==> config.mk <==
export PLATFORM = sky130hd
export DESIGN_NAME = imem_loader
export DESIGN_NICKNAME = d
export VERILOG_FILES = /design/src/rtl/imem_loader_pkg.sv /design/src/rtl/imem_loader_byte_packer.sv /design/src/rtl/imem_loader.sv
export SDC_FILE = /design/constraint.sdc
export NUM_CORES = 1
export LEC_CHECK = 0
export BUFFER_PORTS_ARGS = -buffer_cell sky130_fd_sc_hd__buf_4
export CAP_MARGIN = 30
export CORE_UTILIZATION = 55
export CTS_BUF_LIST = sky130_fd_sc_hd__clkbuf_4
export DETAILED_ROUTE_END_ITERATION = 7
export GPL_TIMING_DRIVEN = 0
export MAX_ROUTING_LAYER = met4
export PLACE_DENSITY = 0.79
export SYNTH_ARGS = -nofsm -noshare
export SYNTH_HDL_FRONTEND = slang
export SYNTH_HIERARCHICAL = 1
export SYNTH_SLANG_ARGS = --single-unit
==> constraint.sdc <==
create_clock -name clk -period 2.96 [get_ports clk]
set_input_delay 0.592 -clock clk [delete_from_list [all_inputs] [get_ports clk]]
set_output_delay 0.592 -clock clk [all_outputs]
set_load 0.005 [all_outputs]
==> src/rtl/imem_loader_pkg.sv <==
// Shared types and constants for the boot-time instruction memory loader.
// The frame is a 16-bit little-endian word count followed by little-endian 32-bit words.
package imem_loader_pkg;

  typedef enum logic [2:0] {
    HDR_LO = 3'd0,
    HDR_HI = 3'd1,
    DATA   = 3'd2,
    DRAIN  = 3'd3,
    DONE   = 3'd4
  } loaderState_t;

  localparam int BYTES_PER_WORD = 4;
  localparam int HDR_BYTES      = 2;
  localparam int WORD_OFFSET    = 4;

  // Places byte b into byte lane idx of word, leaving the other lanes untouched.
  function automatic logic [31:0] insertByte(input logic [31:0] word,
                                             input logic [1:0]  idx,
                                             input logic [7:0]  b);
    logic [31:0] result;
    result = word;
    result[{idx, 3'b000} +: 8] = b;
    return result;
  endfunction

endpackage

==> src/rtl/imem_loader_byte_packer.sv <==
// Packs a byte stream into little-endian 32-bit words; the first byte lands in bits 7:0.
// word is combinational so the completed word is available on the edge taking its 4th byte.
module byte_packer
  import imem_loader_pkg::*;
(
  input  logic        clk,
  input  logic        rst,
  input  logic        byteStb,
  input  logic        clear,
  input  logic [7:0]  byteIn,
  output logic [31:0] word,
  output logic        wordComplete
);

  logic [1:0]  byteIdx;
  logic [31:0] shiftReg;

  assign word         = insertByte(shiftReg, byteIdx, byteIn);
  assign wordComplete = byteStb && (byteIdx == 2'd3);

  always_ff @(posedge clk) begin
    if (!rst || clear) begin
      byteIdx  <= 2'd0;
      shiftReg <= 32'd0;
    end else if (byteStb) begin
      byteIdx  <= byteIdx + 2'd1;
      shiftReg <= wordComplete ? 32'd0 : word;
    end
  end

endmodule

==> src/rtl/imem_loader.sv <==
// Boot loader: consumes a length-prefixed byte stream, writes instruction memory word by word,
// and holds the CPU in reset until the whole image is written.
//
//   state  | meaning
//   HDR_LO | waiting for word count bits 7:0
//   HDR_HI | waiting for word count bits 15:8
//   DATA   | receiving payload bytes, one memory write per 4 bytes
//   DRAIN  | last write in flight, no bytes accepted
//   DONE   | image complete, CPU released; terminal until rst
module imem_loader
  import imem_loader_pkg::*;
#(
  parameter int ADDR_WIDTH  = 16,
  parameter int INSTR_WIDTH = 32,
  parameter int MAX_WORDS   = 1024
) (
  input  logic                   clk,
  input  logic                   rst,
  input  logic                   in_valid,
  input  logic [7:0]             in_data,
  output logic                   in_ready,
  output logic                   mem_we,
  output logic [ADDR_WIDTH-1:0]  mem_addr,
  output logic [INSTR_WIDTH-1:0] mem_data,
  output logic                   cpu_rst,
  output logic                   done,
  output logic                   err
);

  localparam int IDX_W = ADDR_WIDTH - 2;
  localparam logic [IDX_W-1:0] LAST_IDX = IDX_W'(MAX_WORDS - 1);

  loaderState_t     state;
  logic [7:0]       hdrLo;
  logic [15:0]      hdrCount;
  logic [15:0]      wordsLeft;
  logic [IDX_W-1:0] wordIdx;
  logic             memFull;
  logic             accept;
  logic             hdrOverflow;
  logic [31:0]      packedWord;
  logic             wordComplete;

  assign in_ready = rst && ((state == HDR_LO) || (state == HDR_HI) || (state == DATA));
  assign accept   = in_valid && in_ready;
  assign hdrCount = {in_data, hdrLo};
  assign hdrOverflow = 32'(hdrCount) > MAX_WORDS;

  assign done    = (state == DONE);
  assign cpu_rst = (state != DONE);

  byte_packer uPacker (
    .clk          (clk),
    .rst          (rst),
    .byteStb      (accept && (state == DATA)),
    .clear        (accept && (state == HDR_HI)),
    .byteIn       (in_data),
    .word         (packedWord),
    .wordComplete (wordComplete)
  );

  // wordsLeft counts down to terminal count 1; wordIdx stops at the last in-range word so
  // oversized images are drained without wrapping the write address.
  always_ff @(posedge clk) begin
    if (!rst) begin
      state     <= HDR_LO;
      hdrLo     <= 8'd0;
      wordsLeft <= 16'd0;
      wordIdx   <= '0;
      memFull   <= 1'b0;
      err       <= 1'b0;
      mem_we    <= 1'b0;
      mem_addr  <= '0;
      mem_data  <= '0;
    end else begin
      mem_we <= 1'b0;
      case (state)
        HDR_LO: begin
          if (accept) begin
            hdrLo <= in_data;
            state <= HDR_HI;
          end
        end
        HDR_HI: begin
          if (accept) begin
            wordsLeft <= hdrCount;
            err       <= hdrOverflow;
            state     <= (hdrCount == 16'd0) ? DRAIN : DATA;
          end
        end
        DATA: begin
          if (wordComplete) begin
            wordsLeft <= wordsLeft - 16'd1;
            if (wordsLeft == 16'd1) state <= DRAIN;
            if (!memFull) begin
              mem_we   <= 1'b1;
              mem_addr <= {wordIdx, 2'b00};
              mem_data <= packedWord;
              if (wordIdx == LAST_IDX) memFull <= 1'b1;
              else wordIdx <= wordIdx + 1'b1;
            end
          end
        end
        DRAIN:   state <= DONE;
        DONE:    state <= DONE;
        default: state <= HDR_LO;
      endcase
    end
  end

endmodule
==> results.json, run 1 <==
{
  "status": "finished, final reports clean",
  "drive_gt1_share_pct": 18.37,
  "core_um2": 9955,
  "finalClockSkew_ps": 11.79,
  "dieArea_um2": 10880,
  "cts.sinks": 124,
  "fill_cells": 831,
  "ctsHoldBuffers": 0,
  "ios": 64,
  "wl_per_cell_um": 16.57,
  "cts-root-buf": "clkbuf_4",
  "reg2reg_depth": 10,
  "placed_area_um2": 6386,
  "clockPowerShare_pct": 39.5,
  "cp-start-kind": "flip-flop",
  "p_switching_uw": 829.2,
  "dp_hpwl_um": 10430,
  "finalHoldViolations": 0,
  "yosysWarnings": 6,
  "grt_use_total_pct": 29.21,
  "io_buffers": 61,
  "grt_pass1_vias": 4918,
  "timing.setup.tns_ps": 0,
  "synth-edff-count": 0,
  "design_area_um2": 6784,
  "synth_cell_types": 66,
  "route.detailed.drc": 0,
  "clk_pin_slew_worst_paths_ps": 110,
  "multiInputGateArea_um2": 3053,
  "num_antenna_cells": 0,
  "gp_congestion": 0.9410,
  "drtPass1Iterations": 5,
  "setup_viol": 0,
  "yosysSeqAreaShare_pct": 43.11,
  "ys_async_sr_fraction_pct": 0,
  "cap_violations": 0,
  "viasPerCell": 5.752,
  "syn_to_final_growth_pct": 17.82,
  "p_per_area_nw_per_um2": 488.0,
  "yosys.area.top_type_share_pct": 43.11,
  "cts.htree.levels": 4,
  "end_kind": "flip-flop",
  "postSynthCellCount": 677,
  "clock_latency_ps": 500,
  "synth_area_um2": 5758,
  "rsz0062_at_grt": "no",
  "core.rowCount": 36,
  "netSwitchingFraction_pct": 25.05,
  "whs_path_depth": 3,
  "clock_path_buffers": 2,
  "min_period_over_period_pct": 93.80,
  "path_class": "reg -> reg",
  "worst_pin_slew_ps": 734.5,
  "cp_max_fo": 15,
  "cts_tree": "built",
  "start_util_pct": 57.84,
  "ir_worst_vdd_uv": 308.3,
  "yosysTopAreaCell": "dfxtp_1",
  "antenna_found_initial": 0,
  "via_count": 5211,
  "register_area_um2": 2484,
  "setup_ws_ps": 183.4,
  "maxSlewViolCount": 0,
  "whs_ps": 382.7,
  "cts_buffers": 17,
  "combPwrFrac_pct": 8.9,
  "leakage_nw": 2.536,
  "relSlewSlack_pct": 50.67,
  "syn_area_per_cell_um2": 8.505,
  "grt_max_degree": 17,
  "hold_class": "in -> reg",
  "die_h_um": 104.3,
  "synth_area_leaders": "dfxtp_1 (43%), nand2_1 (8.9%), a21boi_0 (6.5%)",
  "nNetsFinal": 779,
  "required_ps": 3410,
  "pre_cts_slack_ps": -776.0,
  "ys_ff_latch": 124,
  "worstPathArrival_ps": 3220,
  "die_x_um": 104.3,
  "grt_pass1_wl_um": 24460,
  "internal_power_mw": 2.481,
  "fin_crit_ps": 2777,
  "grt_remaining_overflow": 0,
  "wirelength_um": 15010,
  "drtAntennaViolNets": 0,
  "drt_iter0_drc": 259,
  "synthFlopType": "dfxtp_1",
  "fmax_mhz": 360.2,
  "p_seq_share_pct": 51.7
}
## what timing repair did
action / in CTS / in global routing
setup endpoints to repair: 75 / 55
pin swaps: 1 / 1
gates resized for setup: 18 / 4
setup buffers: 0 / 4
## Yosys cell counts, types with 7 or more instances
cell and number:
nor3_1 8, a21oi_1 17, nand3_1 9, clkbuf_1 23, and2_1 24, buf_2 11
o21ai_0 26, a22o_2 8, nor2b_1 10, nor4_1 8, xnor2_1 10, a22o_1 18
nand2_1 137, nor2_1 45, mux2i_1 8, inv_1 21, a21boi_0 50, a32oi_1 16
ha_1 8, dfxtp_1 124, and3_1 7
## layout by cell type, fill, tap and decap left out, types with 16 or more instances in the layout
cell / instances
nand2_1: 136
dfxtp_1: 123
buf_4: 70
a21boi_0: 49
nor2_1: 44
o21ai_0: 26
and2_1: 23
clkbuf_1: 21
inv_1: 21
clkbuf_4: 21
a22o_1: 18
a21oi_1: 16
a32oi_1: 16
## stage by stage
step	instances	util [%]	power [mW]
6_report	906	68.15	3.310
5_1_grt	906	68.15	3.453
4_1_cts	903	67.72	3.323
3_5_place_dp	872	64.15	2.030
3_3_place_gp	872	64.15	2.024
2_1_floorplan	678	-	1.931
## registers in the layout, summed over array words and instances, names as in the netlist
name	cells
mem_addr	14
mem_data	32
hdrLo	8
uPacker/byteIdx	2
memFull	1
wordIdx	14
err	1
state	3
wordsLeft	16
mem_we	1
uPacker/shiftReg	32
## logic make-up after synthesis
family	share of synthesized area (%)
muxes	1.586
DFF	43.11
AOI/OAI and AO/OA	21.73
xor gates and xnor gates	1.825
other	0.06513
buffers and inverters	4.759
adders and majority gates	1.738
and+or+nand+nor	25.18
## area by class of cell
type	instances	share of cell area, %
multi-input combinational	492	45.00
sequential	124	36.61
timing repair buffer	65	7.193
buffer	39	2.932
clock inverter	13	2.545
tap	133	2.453
clock buffer	19	2.103
inverter	21	1.162
## critical path, stage by stage (launching register included)
cell and delay, ps:
dfxtp_1 340, buf_2 190, or3b_4 510, nor2_1 130
buf_4 170, and2_4 220, and4bb_4 310, nand3_1 130
o21bai_2 260, or3_1 320, a21boi_1 140
## power by group through the flow
stage / logic [mW] / registers (mW) / clock network [mW]
6_report: 0.294 / 1.71 / 1.31
5_1_grt: 0.322 / 1.71 / 1.42
4_1_cts: 0.287 / 1.71 / 1.33
3_5_place_dp: 0.285 / 1.75 / 0
3_3_place_gp: 0.279 / 1.75 / 0
2_1_floorplan: 0.192 / 1.74 / 0
## layer usage
metal,track usage (%),wire length [um],vias to the layer above
li1,-,-,2544
met1,35.53,6531,2463
met2,47.02,7185,182
met3,6.266,1008,22
met4,11.73,286,0
met5,-,0,-
## final timing paths
kind | from | to | slack, ps
min reg2reg | uPacker/shiftReg[26] | uPacker/shiftReg[26] | 440
max reg2reg | state[2] | wordIdx[4] | 180
max | state[2] | wordIdx[4] | 180
min | in_valid | state[1] | 380
No activity file was read; power rests on OpenSTA's default activity.
==> run 2, diff against run 1 <==
--- a/config.mk
+++ b/config.mk
@@ -12,7 +12,7 @@
 export DETAILED_ROUTE_END_ITERATION = 7
 export GPL_TIMING_DRIVEN = 0
 export MAX_ROUTING_LAYER = met4
-export PLACE_DENSITY = 0.79
+export PLACE_DENSITY = 0.76
 export SYNTH_ARGS = -nofsm -noshare
 export SYNTH_HDL_FRONTEND = slang
 export SYNTH_HIERARCHICAL = 1
==> results.json, run 2 (synthesized netlist as in run 1, its figures left out) <==
{
  "cp-start-kind": "flip-flop",
  "antenna_found_initial": 0,
  "register_area_um2": 2484,
  "min_period_over_period_pct": 93.95,
  "cts_buffers": 17,
  "cts-root-buf": "clkbuf_4",
  "fmax_mhz": 359.6,
  "wirelength_um": 14470,
  "ir_worst_vdd_uv": 285.8,
  "maxSlewViolCount": 0,
  "grt_pass1_vias": 4866,
  "whs_ps": 370.9,
  "slowest_stage": "or3b_4",
  "grt_remaining_overflow": 0,
  "die_x_um": 104.3,
  "hold_class": "in -> reg",
  "clock_latency_ps": 520,
  "cts.htree.levels": 4,
  "multiInputGateArea_um2": 3063,
  "final_common_cell": "nand2_1",
  "p_per_area_nw_per_um2": 490.4,
  "die_h_um": 104.3,
  "status": "finished, final reports clean",
  "post-route-util_pct": 68.54,
  "num_antenna_cells": 0,
  "fill_cells": 845,
  "drt_iter0_drc": 374,
  "wl_per_cell_um": 15.96,
  "dp_hpwl_um": 10130,
  "rsz0062_at_grt": "no",
  "via_count": 5188,
  "pre_cts_slack_ps": -776.7,
  "finalNonFillerCells": 907,
  "grt_pass1_wl_um": 24050,
  "grt_use_total_pct": 28.58,
  "cts_tree": "built",
  "io_buffers": 61,
  "dieArea_um2": 10880,
  "leakage_nw": 2.552,
  "end_kind": "flip-flop",
  "syn_to_final_growth_pct": 18.49,
  "finalHoldViolations": 0,
  "setup_viol": 0,
  "drive_gt1_share_pct": 19.12,
  "relSlewSlack_pct": 49.15,
  "ctsHoldBuffers": 0,
  "cp_cell_sequence": "buf_2 -> or3b_4 -> nor2_1 -> buf_4 -> and2_4 -> and4bb_2 -> nand3_1 -> o21bai_4 -> or3_1 -> a21boi_0",
  "finalClockSkew_ps": 16.85,
  "core.rowCount": 36,
  "ios": 64,
  "grt_max_degree": 17,
  "clock_path_buffers": 2,
  "required_ps": 3420,
  "largestRegisters": "mem_data (32), uPacker/shiftReg (32), wordsLeft (16)",
  "worstPathArrival_ps": 3240,
  "start_util_pct": 57.84,
  "cap_violations": 0,
  "cp_max_fo": 15,
  "dp_cells": 872,
  "gp_congestion": 0.9221,
  "drtPass1Iterations": 5,
  "mostFrequentLayoutCells": "nand2_1 (136), dfxtp_1 (123), buf_4 (72), a21boi_0 (47), nor2_1 (44)",
  "nNetsFinal": 780,
  "path_class": "reg -> reg",
  "clk_pin_slew_worst_paths_ps": 120,
  "route.detailed.drc": 0,
  "max_stage_delay_ps": 510,
  "drtAntennaViolNets": 0,
  "worst_pin_slew_ps": 757.0,
  "cts.sinks": 124,
  "setup_ws_ps": 179.0,
  "fin_crit_ps": 2781,
  "core_um2": 9955,
  "viasPerCell": 5.720
}
run 2: changes by cell type in the layout (fill, tap and decap cells not counted), sizes merged:
cell,previous run,this run
clkbuf,43,39
clkinv,5,6
buf,80,84
run 2: worst paths after layout:
kind / slack, ps / depth (start not counted) / endpoint / startpoint
worst max-delay path: 180 / 10 / wordIdx[4] / state[2]
worst min-delay path: 370 / 3 / state[1] / in_valid
worst max register to register: 180 / 10 / wordIdx[4] / state[2]
worst min register to register: 450 / 2 / uPacker/shiftReg[24] / uPacker/shiftReg[24]
run 2: metal layers:
layer	vias to the layer above	part of all wire (%)	track usage (%)
met4	0	0.88	9.592
met1	2472	45	36.78
li1	2538	-	-
met2	159	48	45.32
met3	19	5.3	5.013
met5	-	0	-
run 2: stage by stage:
stage	area [um2]	TNS, ps	power (mW)
final	6823	0	3.346
after global routing	6823	0	3.471
after CTS	6775	0	3.358
after detailed placement	6386	-38210	2.026
after global placement	6386	-37110	2.021
after floorplan	5762	0	1.931
run 2: layout make-up:
type	instances	area share, %
clock inverter	14	2.861
multi-input combinational	492	44.89
clock buffer	18	1.981
buffer	39	3.008
inverter	21	1.155
sequential	124	36.40
tap	133	2.439
timing repair buffer	66	7.262
run 2: what timing repair did:
action	4_1_cts	5_1_grt
endpoints found under the setup margin	74	58
pin swaps	1	2
setup buffers	2	3
cloned	0	0
resized for setup	16	20
run 2: power breakdown:
group / switching [mW] / internal [mW] / total (mW)
combinational: 0.178 / 0.114 / 0.292
clock: 0.661 / 0.682 / 1.34
sequential: 0.0220 / 1.69 / 1.71
total: 0.861 / 2.48 / 3.35
run 2: critical path: cells and delay by family, from the launching register on:
kind,cells,cell delay [ps]
compound gates,2,380
buf+inv,2,360
flops,1,340
simple gates,6,1620
